[src/rtl/exp_max_reduce_if.sv]
// Stream interface for exp_max_reduce: exponent beats in, one selection result per frame out.
// The slave modport is the reduction block; the master modport is its driver/consumer.
interface exp_max_reduce_if #(
    parameter int EXP_W = 8,
    parameter int LANES = 4,
    parameter int CNT_W = 12
);
    localparam int IDX_W = CNT_W + $clog2(LANES);

    logic                   mode_min;
    logic                   in_valid;
    logic                   in_ready;
    logic [LANES*EXP_W-1:0] in_exp;
    logic                   in_last;
    logic                   out_valid;
    logic                   out_ready;
    logic [EXP_W-1:0]       out_exp;
    logic [IDX_W-1:0]       out_idx;
    logic                   out_ovf;

    modport master (
        output mode_min, in_valid, in_exp, in_last, out_ready,
        input  in_ready, out_valid, out_exp, out_idx, out_ovf
    );

    modport slave (
        input  mode_min, in_valid, in_exp, in_last, out_ready,
        output in_ready, out_valid, out_exp, out_idx, out_ovf
    );
endinterface

[src/rtl/exp_max_reduce.sv]
// Streaming max/min reduction of LANES exponents per beat across a frame, tracking the
// winning element index; one registered result per frame.
//
// state | meaning
// IDLE  | waiting for first beat of a frame
// ACCUM | frame in progress, folding beat winners into the running value
// HOLD  | result presented, waiting for out_ready
module exp_max_reduce #(
    parameter int EXP_W = 8,
    parameter int LANES = 4,
    parameter int CNT_W = 12
) (
    input  logic               CLK,
    input  logic               nRST,
    exp_max_reduce_if.slave    bus
);
    localparam int LW    = $clog2(LANES);
    localparam int IDX_W = CNT_W + LW;
    localparam logic [CNT_W-1:0] CNT_MAX = '1;

    typedef enum logic [1:0] {
        IDLE  = 2'd0,
        ACCUM = 2'd1,
        HOLD  = 2'd2
    } state_t;

    state_t             state, state_d;
    logic               mode_q;
    logic [EXP_W-1:0]   run_exp;
    logic [IDX_W-1:0]   run_idx;
    logic [CNT_W-1:0]   beat_cnt;
    logic               ovf_q;
    logic               in_ready_q;
    logic               out_valid_q;

    logic               accept;
    logic               taken;
    logic               sel_min;

    // True when a should be selected over b; ties favour a (the lower index).
    function automatic logic a_wins(input logic [EXP_W-1:0] a,
                                    input logic [EXP_W-1:0] b,
                                    input logic use_min);
        logic             borrow;
        logic [EXP_W-1:0] unused_diff;
        if (use_min)
            {borrow, unused_diff} = {1'b0, b} - {1'b0, a};
        else
            {borrow, unused_diff} = {1'b0, a} - {1'b0, b};
        return ~borrow;
    endfunction

    assign accept  = bus.in_valid & in_ready_q;
    assign taken   = out_valid_q & bus.out_ready;
    // The first beat compares with the incoming mode; later beats use the latched one.
    assign sel_min = (state == IDLE) ? bus.mode_min : mode_q;

    // Heap-ordered tree: node i combines 2i (lower lanes) and 2i+1, so ties go low.
    logic [EXP_W-1:0] node_exp  [1:2*LANES-1];
    logic [LW-1:0]    node_lane [1:2*LANES-1];

    for (genvar g = 0; g < LANES; g++) begin : g_leaf
        assign node_exp[LANES+g]  = bus.in_exp[g*EXP_W +: EXP_W];
        assign node_lane[LANES+g] = LW'(g);
    end

    for (genvar g = 1; g < LANES; g++) begin : g_node
        logic left_wins;
        assign left_wins    = a_wins(node_exp[2*g], node_exp[2*g+1], sel_min);
        assign node_exp[g]  = left_wins ? node_exp[2*g]  : node_exp[2*g+1];
        assign node_lane[g] = left_wins ? node_lane[2*g] : node_lane[2*g+1];
    end

    always_ff @(posedge CLK or negedge nRST) begin
        if (!nRST) begin
            state       <= IDLE;
            in_ready_q  <= 1'b1;
            out_valid_q <= 1'b0;
        end else begin
            state       <= state_d;
            in_ready_q  <= (state_d != HOLD);
            out_valid_q <= (state_d == HOLD);
        end
    end

    always_comb begin
        state_d = state;
        case (state)
            IDLE:    if (accept) state_d = bus.in_last ? HOLD : ACCUM;
            ACCUM:   if (accept && bus.in_last) state_d = HOLD;
            HOLD:    if (taken) state_d = IDLE;
            default: state_d = IDLE;
        endcase
    end

    always_ff @(posedge CLK or negedge nRST) begin
        if (!nRST) begin
            mode_q   <= 1'b0;
            run_exp  <= '0;
            run_idx  <= '0;
            beat_cnt <= '0;
            ovf_q    <= 1'b0;
        end else if (accept && state == IDLE) begin
            mode_q   <= bus.mode_min;
            run_exp  <= node_exp[1];
            run_idx  <= {{CNT_W{1'b0}}, node_lane[1]};
            beat_cnt <= CNT_W'(1);
            ovf_q    <= 1'b0;
        end else if (accept && state == ACCUM) begin
            if (!a_wins(run_exp, node_exp[1], mode_q)) begin
                run_exp <= node_exp[1];
                run_idx <= {beat_cnt, node_lane[1]};
            end
            if (beat_cnt == CNT_MAX)
                ovf_q <= 1'b1;
            else
                beat_cnt <= beat_cnt + CNT_W'(1);
        end
    end

    assign bus.in_ready  = in_ready_q;
    assign bus.out_valid = out_valid_q;
    assign bus.out_exp   = run_exp;
    assign bus.out_idx   = run_idx;
    assign bus.out_ovf   = ovf_q;
endmodule

[src/flat_wrapper.sv]
// flat-port wrapper written by rule: the top's interface ports become plain ports
module exp_max_reduce_flat 
#(
    parameter int EXP_W = 8,
    parameter int LANES = 4,
    parameter int CNT_W = 12
)
  (CLK, nRST, bus_mode_min, bus_in_valid, bus_in_exp, bus_in_last, bus_out_ready, bus_in_ready, bus_out_valid, bus_out_exp, bus_out_idx, bus_out_ovf);
  exp_max_reduce_if #(.EXP_W(EXP_W), .LANES(LANES), .CNT_W(CNT_W)) bus_i ();
  input  logic CLK;
  input  logic nRST;
  input wire logic [$bits(bus_i.mode_min)-1:0] bus_mode_min;
  input wire logic [$bits(bus_i.in_valid)-1:0] bus_in_valid;
  input wire logic [$bits(bus_i.in_exp)-1:0] bus_in_exp;
  input wire logic [$bits(bus_i.in_last)-1:0] bus_in_last;
  input wire logic [$bits(bus_i.out_ready)-1:0] bus_out_ready;
  output wire logic [$bits(bus_i.in_ready)-1:0] bus_in_ready;
  output wire logic [$bits(bus_i.out_valid)-1:0] bus_out_valid;
  output wire logic [$bits(bus_i.out_exp)-1:0] bus_out_exp;
  output wire logic [$bits(bus_i.out_idx)-1:0] bus_out_idx;
  output wire logic [$bits(bus_i.out_ovf)-1:0] bus_out_ovf;
  assign bus_i.mode_min = bus_mode_min;
  assign bus_i.in_valid = bus_in_valid;
  assign bus_i.in_exp = bus_in_exp;
  assign bus_i.in_last = bus_in_last;
  assign bus_i.out_ready = bus_out_ready;
  assign bus_in_ready = bus_i.in_ready;
  assign bus_out_valid = bus_i.out_valid;
  assign bus_out_exp = bus_i.out_exp;
  assign bus_out_idx = bus_i.out_idx;
  assign bus_out_ovf = bus_i.out_ovf;
  exp_max_reduce #(.EXP_W(EXP_W), .LANES(LANES), .CNT_W(CNT_W)) u_core (.CLK(CLK), .nRST(nRST), .bus(bus_i));
endmodule
[config.mk]
export PLATFORM = sky130hd
export DESIGN_NAME = exp_max_reduce_flat
export DESIGN_NICKNAME = d
export VERILOG_FILES = /design/src/rtl/exp_max_reduce_if.sv /design/src/rtl/exp_max_reduce.sv /design/src/flat_wrapper.sv
export SDC_FILE = /design/constraint.sdc
export NUM_CORES = 1
export LEC_CHECK = 0
export CORE_MARGIN = 4
export CORE_UTILIZATION = 36
export CTS_CLUSTER_SIZE = 14
export DETAILED_ROUTE_END_ITERATION = 10
export GPL_ROUTABILITY_DRIVEN = 0
export GPL_TIMING_DRIVEN = 0
export PLACE_DENSITY = 0.68
export SYNTH_ARGS = -nofsm -noshare
export SYNTH_HDL_FRONTEND = slang
export SYNTH_SLANG_ARGS = --single-unit
[constraint.sdc]
create_clock -name CLK -period 17.1 [get_ports CLK]
set_input_delay 3.42 -clock CLK [delete_from_list [all_inputs] [get_ports CLK]]
set_output_delay 3.42 -clock CLK [all_outputs]
set_load 0.005 [all_outputs]
==> impl_results.md, run 1 <==
- Status: finished, final reports clean
- Post-DP Area: 4320 µm²
- Fmax achieved: 97.1 MHz
- WL per Instance: 13.4 µm
- Synthesis-to-layout area growth: 24.9%
- Hold buffer count at CTS: 0
- Worst path most repeated cell: ha_1
- Worst-margin pin slew: 673 ps
- # DRC: 0
- Biggest cell delay along the critical path: 530 ps
- Post-Syn Area: 3530 µm²
- Ys Warns: 0
- Largest family of logic cells by synthesized area: compound AO/OA/AOI/OAI gates
- Cell count after synthesis: 405
- Final worst slack: 6800 ps
- Clock root cell: clkbuf_8
- Starting Density: 37.6%
- Worst EP required: 17280 ps
- Delay-heaviest family, CP: compound AO/OA/AOI/OAI gates
- Crit Path Max Fanout: 10
- Ant. Diodes: 0
- Htree depth: 2
- Worst endpoint data arrival time: 10480 ps
- Design area: 4410 µm²
- CTS clock-pin slew for the worst setup and hold paths: 80 ps
- Syn avg cell area: 8.71 µm²
- Post-synthesis xor/xnor area fraction: 1.74%
- Post-synthesis adder-cell area fraction: 18.4%
- Hold violation total from the final report: 0
- Yosys cell types: 61
- Worst path slowest cell: clkdlybuf4s50_1
- HPWL Detailed: 6600 µm
- NumNets Final: 565
- Max-cap viol count: 0
- Relative slew slack: 53.8%
- Mux contribution to synthesized area: 9.58%
- Initial antenna violation count: 0
- Total Routing Usage GR: 14.8%
- Layout cells sized above 1: 6.74%
- Post-CTS sizing: 0
- Primary FF master, synth: dfrtp_1
- Setup Fix Bufs, Post-CTS: 0
- Clock Sinks: 40
- Post-synth EDFFs: 0
- Most frequent cells in the layout: 73 x inv_1, 61 x clkdlybuf4s50_1, 52 x ha_1, 39 x dfrtp_1, 28 x nand2_1
- Clock Tree Buf Depth: 2
- Crit path launch type: input pin
- Critical path buffer and inverter count: 5
- Clock Latency Late Sink: 290 ps
- Crit end category: register
- Via count: 3019
- Grt ovf: 0
- Fillers: 935
- First-pass GRT wire length: 14100 µm
- Final min period: 10300 ps
- Post-Synth Simple-Gate Area: 12.9%
- Setup Crit Path Kind: in2reg
- DIE HEIGHT: 107 µm
- Leak pwr: 0.00220 µW
- Max-slew violations: 0
- Vias per cell: 5.00
- Post-Route WL: 8100 µm
- RSZ-0062 raised after global routing: false
- Post-synth ARST share: 100%
- Final period utilization: 60.2%
- Setup violations, final: 0
- Core area: 9370 µm²
- Yosys reg bits: 40
- Peak supply drop: 98.6 µV
- Synth Net Count: 495
- Largest net degree at the start of global routing: 31
- I/O Buffers: 62
- Most common cell after layout, fill and taps aside: inv_1
- Worst min-delay path category: reg2reg
- CTS tree: built
- Vias in the first global route: 3070
- Final worst clock skew: 5.69 ps
- Sequential-to-total area share from yosys stat: 28.4%
- DIE WIDTH: 107 µm
- CTS Buf Count: 5
- Sum Neg Setup Slack: 0 ps
- Full die area: 11400 µm²
- P per Cell Area: 162 nW/µm²
- Setup WS pre-CTS: 6620 ps
- Num ports: 63
- Post-synthesis compound-gate area fraction: 20.0%
- DR pass1 iterations: 4
- Row count: 35
- Post-DRT Antenna Nets: 0
- Iteration-0 DRC Markers: 110
-- stage by stage --
| stage | power, µW | instances | hold slack (ps) | util [%] |
|---|---|---|---|---|
| 6_report | 715 | 604 | 521 | 47.0 |
| 5_1_grt | 794 | 604 | 552 | 47.0 |
| 4_1_cts | 720 | 604 | 525 | 47.0 |
| 3_5_place_dp | 657 | 597 | 499 | 46.1 |
| 3_3_place_gp | 643 | 596 | 503 | 46.0 |
| 2_1_floorplan | 513 | 405 | 475 | - |
-- layer usage --
metal	global-route usage, %	share of wire (%)
met4	3.84	1.5
met3	2.89	4.0
met2	25.0	47
met5	0	0
met1	19.4	47
-- cells in the mapped netlist, types with 2 or more instances --
master	count	area, µm²
inv_1	73	274
ha_1	52	651
dfrtp_1	39	976
nand2_1	28	105
nor2_1	26	97.6
a21oi_1	24	120
mux2i_1	24	240
o21ai_0	17	85.1
a21o_1	13	97.6
nand3_1	10	50.1
and3_1	7	43.8
nor3_1	6	30.0
or3_1	5	31.3
xnor2_1	5	43.8
mux2_2	4	45.0
nand2b_1	4	25.0
a2111oi_2	3	45.0
a221oi_1	3	26.3
nand4_1	3	18.8
o2111ai_1	3	26.3
a2111o_1	2	22.5
a221o_1	2	20.0
a22o_1	2	17.5
a22oi_1	2	15.0
a31oi_1	2	12.5
and2_1	2	12.5
buf_2	2	10.0
clkbuf_1	2	7.51
mux2_1	2	22.5
mux2_4	2	30.0
o2111a_1	2	22.5
o211ai_1	2	15.0
o21ai_1	2	10.0
o21bai_1	2	15.0
xor2_1	2	17.5
-- final cells by class --
cell class | count | area, µm² | area share [%]
sequential | 40 | 1000 | 22.7
inverter | 73 | 274 | 6.22
timing repair buffer | 63 | 636 | 14.4
tap | 129 | 161 | 3.66
clock inverter | 2 | 12.5 | 0.284
buffer | 7 | 40.0 | 0.909
clock buffer | 5 | 68.8 | 1.56
multi-input combinational | 285 | 2210 | 50.2
-- worst reg2reg max path: cells and delay by family (launching register included) --
kind	cells	cell delay [ps]
AO/OA/AOI/OAI	9	2310
AND/OR/NAND/NOR	10	1390
multiplexers	3	1260
buffers and inverters	4	990
adder cells (fa/ha/maj)	2	650
flip-flops	1	360
-- worst paths after layout --
kind / cells past startpoint / from / slack [ps] / to
hold / removal: 2 / u_core.bus.out_idx[4] / 520 / u_core.bus.out_idx[4]
setup / recovery: 30 / bus_in_exp[2] / 6800 / u_core.bus.out_idx[0]
min in group asynchronous: 1 / nRST / 3000 / u_core.bus.out_idx[6]
max in group asynchronous: 2 / nRST / 13580 / u_core.bus.in_ready
setup reg to reg: 28 / u_core.state[0] / 10020 / u_core.bus.out_idx[0]
hold reg to reg: 2 / u_core.bus.out_idx[4] / 520 / u_core.bus.out_idx[4]
-- cells by family after synthesis --
logic type      after synthesis
simple gates                 97
mux                          32
flops                        40
fa+ha+maj                    52
compound gates               97
buf+inv                      80
xor+xnor                      7
-- registers in the layout (all words and copies together) (netlist names) --
register and flops:
u_core.beat_cnt 12, u_core.bus.in_ready 1, u_core.bus.out_exp 8, u_core.bus.out_idx 14, u_core.bus.out_ovf 1, u_core.bus.out_valid 1, u_core.mode_q 1, u_core.state 2
-- report_power, final --
part | leakage (µW) | internal [µW] | switching [µW] | total (µW)
Clock | 0.0000400 | 27.6 | 32.7 | 60.4
Combinational | 0.00164 | 231 | 282 | 513
Sequential | 0.000521 | 121 | 20.3 | 141
No activity file was read; power rests on OpenSTA's default activity.
==> run 2, diff against run 1 <==
==> constraint.sdc (replaced) <==
create_clock -name CLK -period 9.9 [get_ports CLK]
set_input_delay 1.98 -clock CLK [delete_from_list [all_inputs] [get_ports CLK]]
set_output_delay 1.98 -clock CLK [all_outputs]
set_load 0.005 [all_outputs]
==> results of run 2 <==
Same layout as run 1 (identical final DEF). Status: finished, final reports clean.
Main changes from that run: setup slack after placement 6620 ps -> 864 ps; setup slack after layout 6800 ps -> 1040 ps; register-to-register setup slack 10020 ps -> 2820 ps; total power 715 µW -> 1230 µW; worst IR drop on VDD 98.6 µV -> 170 µV
==> run 3, diff against run 2 <==
--- a/config.mk
+++ b/config.mk
@@ -5,7 +5,6 @@
 export SDC_FILE = /design/constraint.sdc
 export NUM_CORES = 1
 export LEC_CHECK = 0
-export CORE_MARGIN = 4
 export CORE_UTILIZATION = 36
 export CTS_CLUSTER_SIZE = 14
 export DETAILED_ROUTE_END_ITERATION = 10
==> impl_results.md, run 3 (synthesized netlist as in run 1, its figures left out) <==
- HPWL Detailed: 6240 µm (-5.5%)
- I/O Buffers: 62 (unchanged)
- Leak pwr: 0.00221 µW (+0.55%)
- Layout cells sized above 1: 6.74% (unchanged)
- Crit end category: register
- Post-CTS sizing: 0 (unchanged)
- Largest register FFs: 14 (unchanged)
- Delay-heaviest family, CP: compound AO/OA/AOI/OAI gates
- Clock root cell: clkbuf_8
- DIE WIDTH: 101 µm (-5.6%)
- Status: finished, final reports clean
- Final min period: 8780 ps
- CTS clock-pin slew for the worst setup and hold paths: 80 ps (about the same)
- Grt ovf: 0 (unchanged)
- Setup Crit Path Kind: in2reg
- Via count: 3008 (-0.36%)
- Clock Sinks: 40 (unchanged)
- Reg area: 1000 µm² (unchanged)
- Fmax achieved: 114 MHz
- Hold violation total from the final report: 0 (unchanged)
- Setup Fix Bufs, Post-CTS: 0 (unchanged)
- CTS Buf Count: 5 (unchanged)
- Most frequent cells in the layout: 73 x inv_1, 61 x clkdlybuf4s50_1, 52 x ha_1, 39 x dfrtp_1, 28 x nand2_1
- Worst EP required: 10080 ps
- First-pass GRT wire length: 12800 µm (-8.7%)
- Worst path most repeated cell: ha_1
- RSZ-0062 raised after global routing: false
- Row count: 35 (unchanged)
- Worst path slowest cell: clkdlybuf4s50_1
- Relative slew slack: 40.1% (-14 points)
- Worst min-delay path category: reg2reg
- P per Cell Area: 286 nW/µm²
- Vias in the first global route: 2867 (-6.6%)
- DR pass1 iterations: 4 (unchanged)
- Final worst clock skew: 4.99 ps (-0.699 ps)
- Worst-margin pin slew: 898 ps (+225 ps)
- Design area: 4430 µm² (+0.45%)
- Crit path launch type: input pin
- Total Routing Usage GR: 15.9% (+1.1 points)
- Full die area: 10200 µm² (-11%)
- Post-DRT Antenna Nets: 0 (unchanged)
- Clock Latency Late Sink: 290 ps (about the same)
- Crit Path Max Fanout: 10 (unchanged)
- Iteration-0 DRC Markers: 54 (-51%)
- DIE HEIGHT: 101 µm (-5.6%)
- Core area: 9370 µm² (unchanged)
- Ant. Diodes: 0 (unchanged)
- Setup violations, final: 0 (unchanged)
- Clock Tree Buf Depth: 2 (unchanged)
- Cell count after placement: 596 (-0.17%)
- Synthesis-to-layout area growth: 25.5%
- Peak supply drop: 134 µV
- Initial antenna violation count: 0 (unchanged)
- Hold buffer count at CTS: 0 (unchanged)
- Num ports: 63 (unchanged)
- Htree depth: 2 (unchanged)
- Biggest cell delay along the critical path: 530 ps (about the same)
- Starting Density: 37.6% (unchanged)
- Post-DP Area: 4300 µm² (-0.46%)
- Critical path buffer and inverter count: 5 (unchanged)
- Area of the multi-input gates: 2210 µm² (unchanged)
- Final non-filler cell total: 604 (unchanged)
- Vias per cell: 4.98 (-0.36%)
- NumNets Final: 564 (-0.18%)
- # DRC: 0 (unchanged)
- Fillers: 950 (+1.6%)
- WL per Instance: 13.0 µm (-3.3%)
- Post-Route WL: 7830 µm (-3.3%)
- Most common cell after layout, fill and taps aside: inv_1
- Max-cap viol count: 0 (unchanged)
- Max-slew violations: 0 (unchanged)
- Largest net degree at the start of global routing: 41 (+32%)
- Final period utilization: 88.7%
- Sum Neg Setup Slack: 0 ps (unchanged)
- CTS tree: built
- Worst endpoint data arrival time: 8970 ps
==> run 3: cell types whose count changed in the layout (fill, tap and decap cells not counted), sizes merged <==
cell / before / now
buf: 7 / 6
bufinv: 0 / 1
clkbuf: 7 / 8
clkinvlp: 1 / 0
==> run 3: worst register-to-register path, delay by kind of cell (launching register included) <==
kind | cells | cell delay [ps]
AO/OA/AOI/OAI | 9 | 2320
adder cells (fa/ha/maj) | 2 | 630
buffers and inverters | 4 | 1000
flip-flops | 1 | 360
multiplexers | 3 | 1260
AND/OR/NAND/NOR | 10 | 1390
==> run 3: worst paths after layout <==
path / startpoint / slack [ps] / cells past startpoint / endpoint
max in group asynchronous: nRST / 7520 / 1 / u_core.bus.out_ovf
min reg2reg: u_core.bus.out_idx[7] / 520 / 2 / u_core.bus.out_idx[7]
max reg2reg: u_core.state[0] / 2830 / 28 / u_core.bus.out_idx[0]
min in group asynchronous: nRST / 1810 / 1 / u_core.bus.out_idx[10]
max: bus_in_exp[2] / 1120 / 30 / u_core.bus.out_idx[0]
min: u_core.bus.out_idx[7] / 520 / 2 / u_core.bus.out_idx[7]
==> run 3: report_power, final <==
part           switching, µW  total [µW]  internal (µW)
clock network           59.3         142           82.5
registers               35.1         244            209
logic                    483         881            397
==> run 3: layer usage <==
layer | vias to the layer above | track usage [%] | part of all wire, %
met5 | - | 0 | 0
met4 | 0 | 4.79 | 1.5
met3 | 8 | 2.64 | 4.3
met2 | 56 | 27.1 | 45
met1 | 1399 | 20.6 | 49
li1 | 1545 | - | -
==> run 3: layout make-up <==
cell class	count	area share (%)
Clock buffer	6	1.87
Clock inverter	2	0.876
Inverter	73	6.19
Multi-Input combinational cell	285	50.0
Buffer	7	0.905
Sequential cell	40	22.6
Timing Repair Buffer	62	13.9
Tap cell	129	3.65
==> run 3: stage by stage <==
stage               util (%)  power [µW]  setup WS [ps]  hold slack, ps
floorplan                  -         885           2290             475
CTS                     47.2        1280           1110             533
finish                  47.2        1270           1120             524
global placement        46.0        1110            955             506
detailed placement      45.9        1130            843             514
global route            47.2        1400            445             542
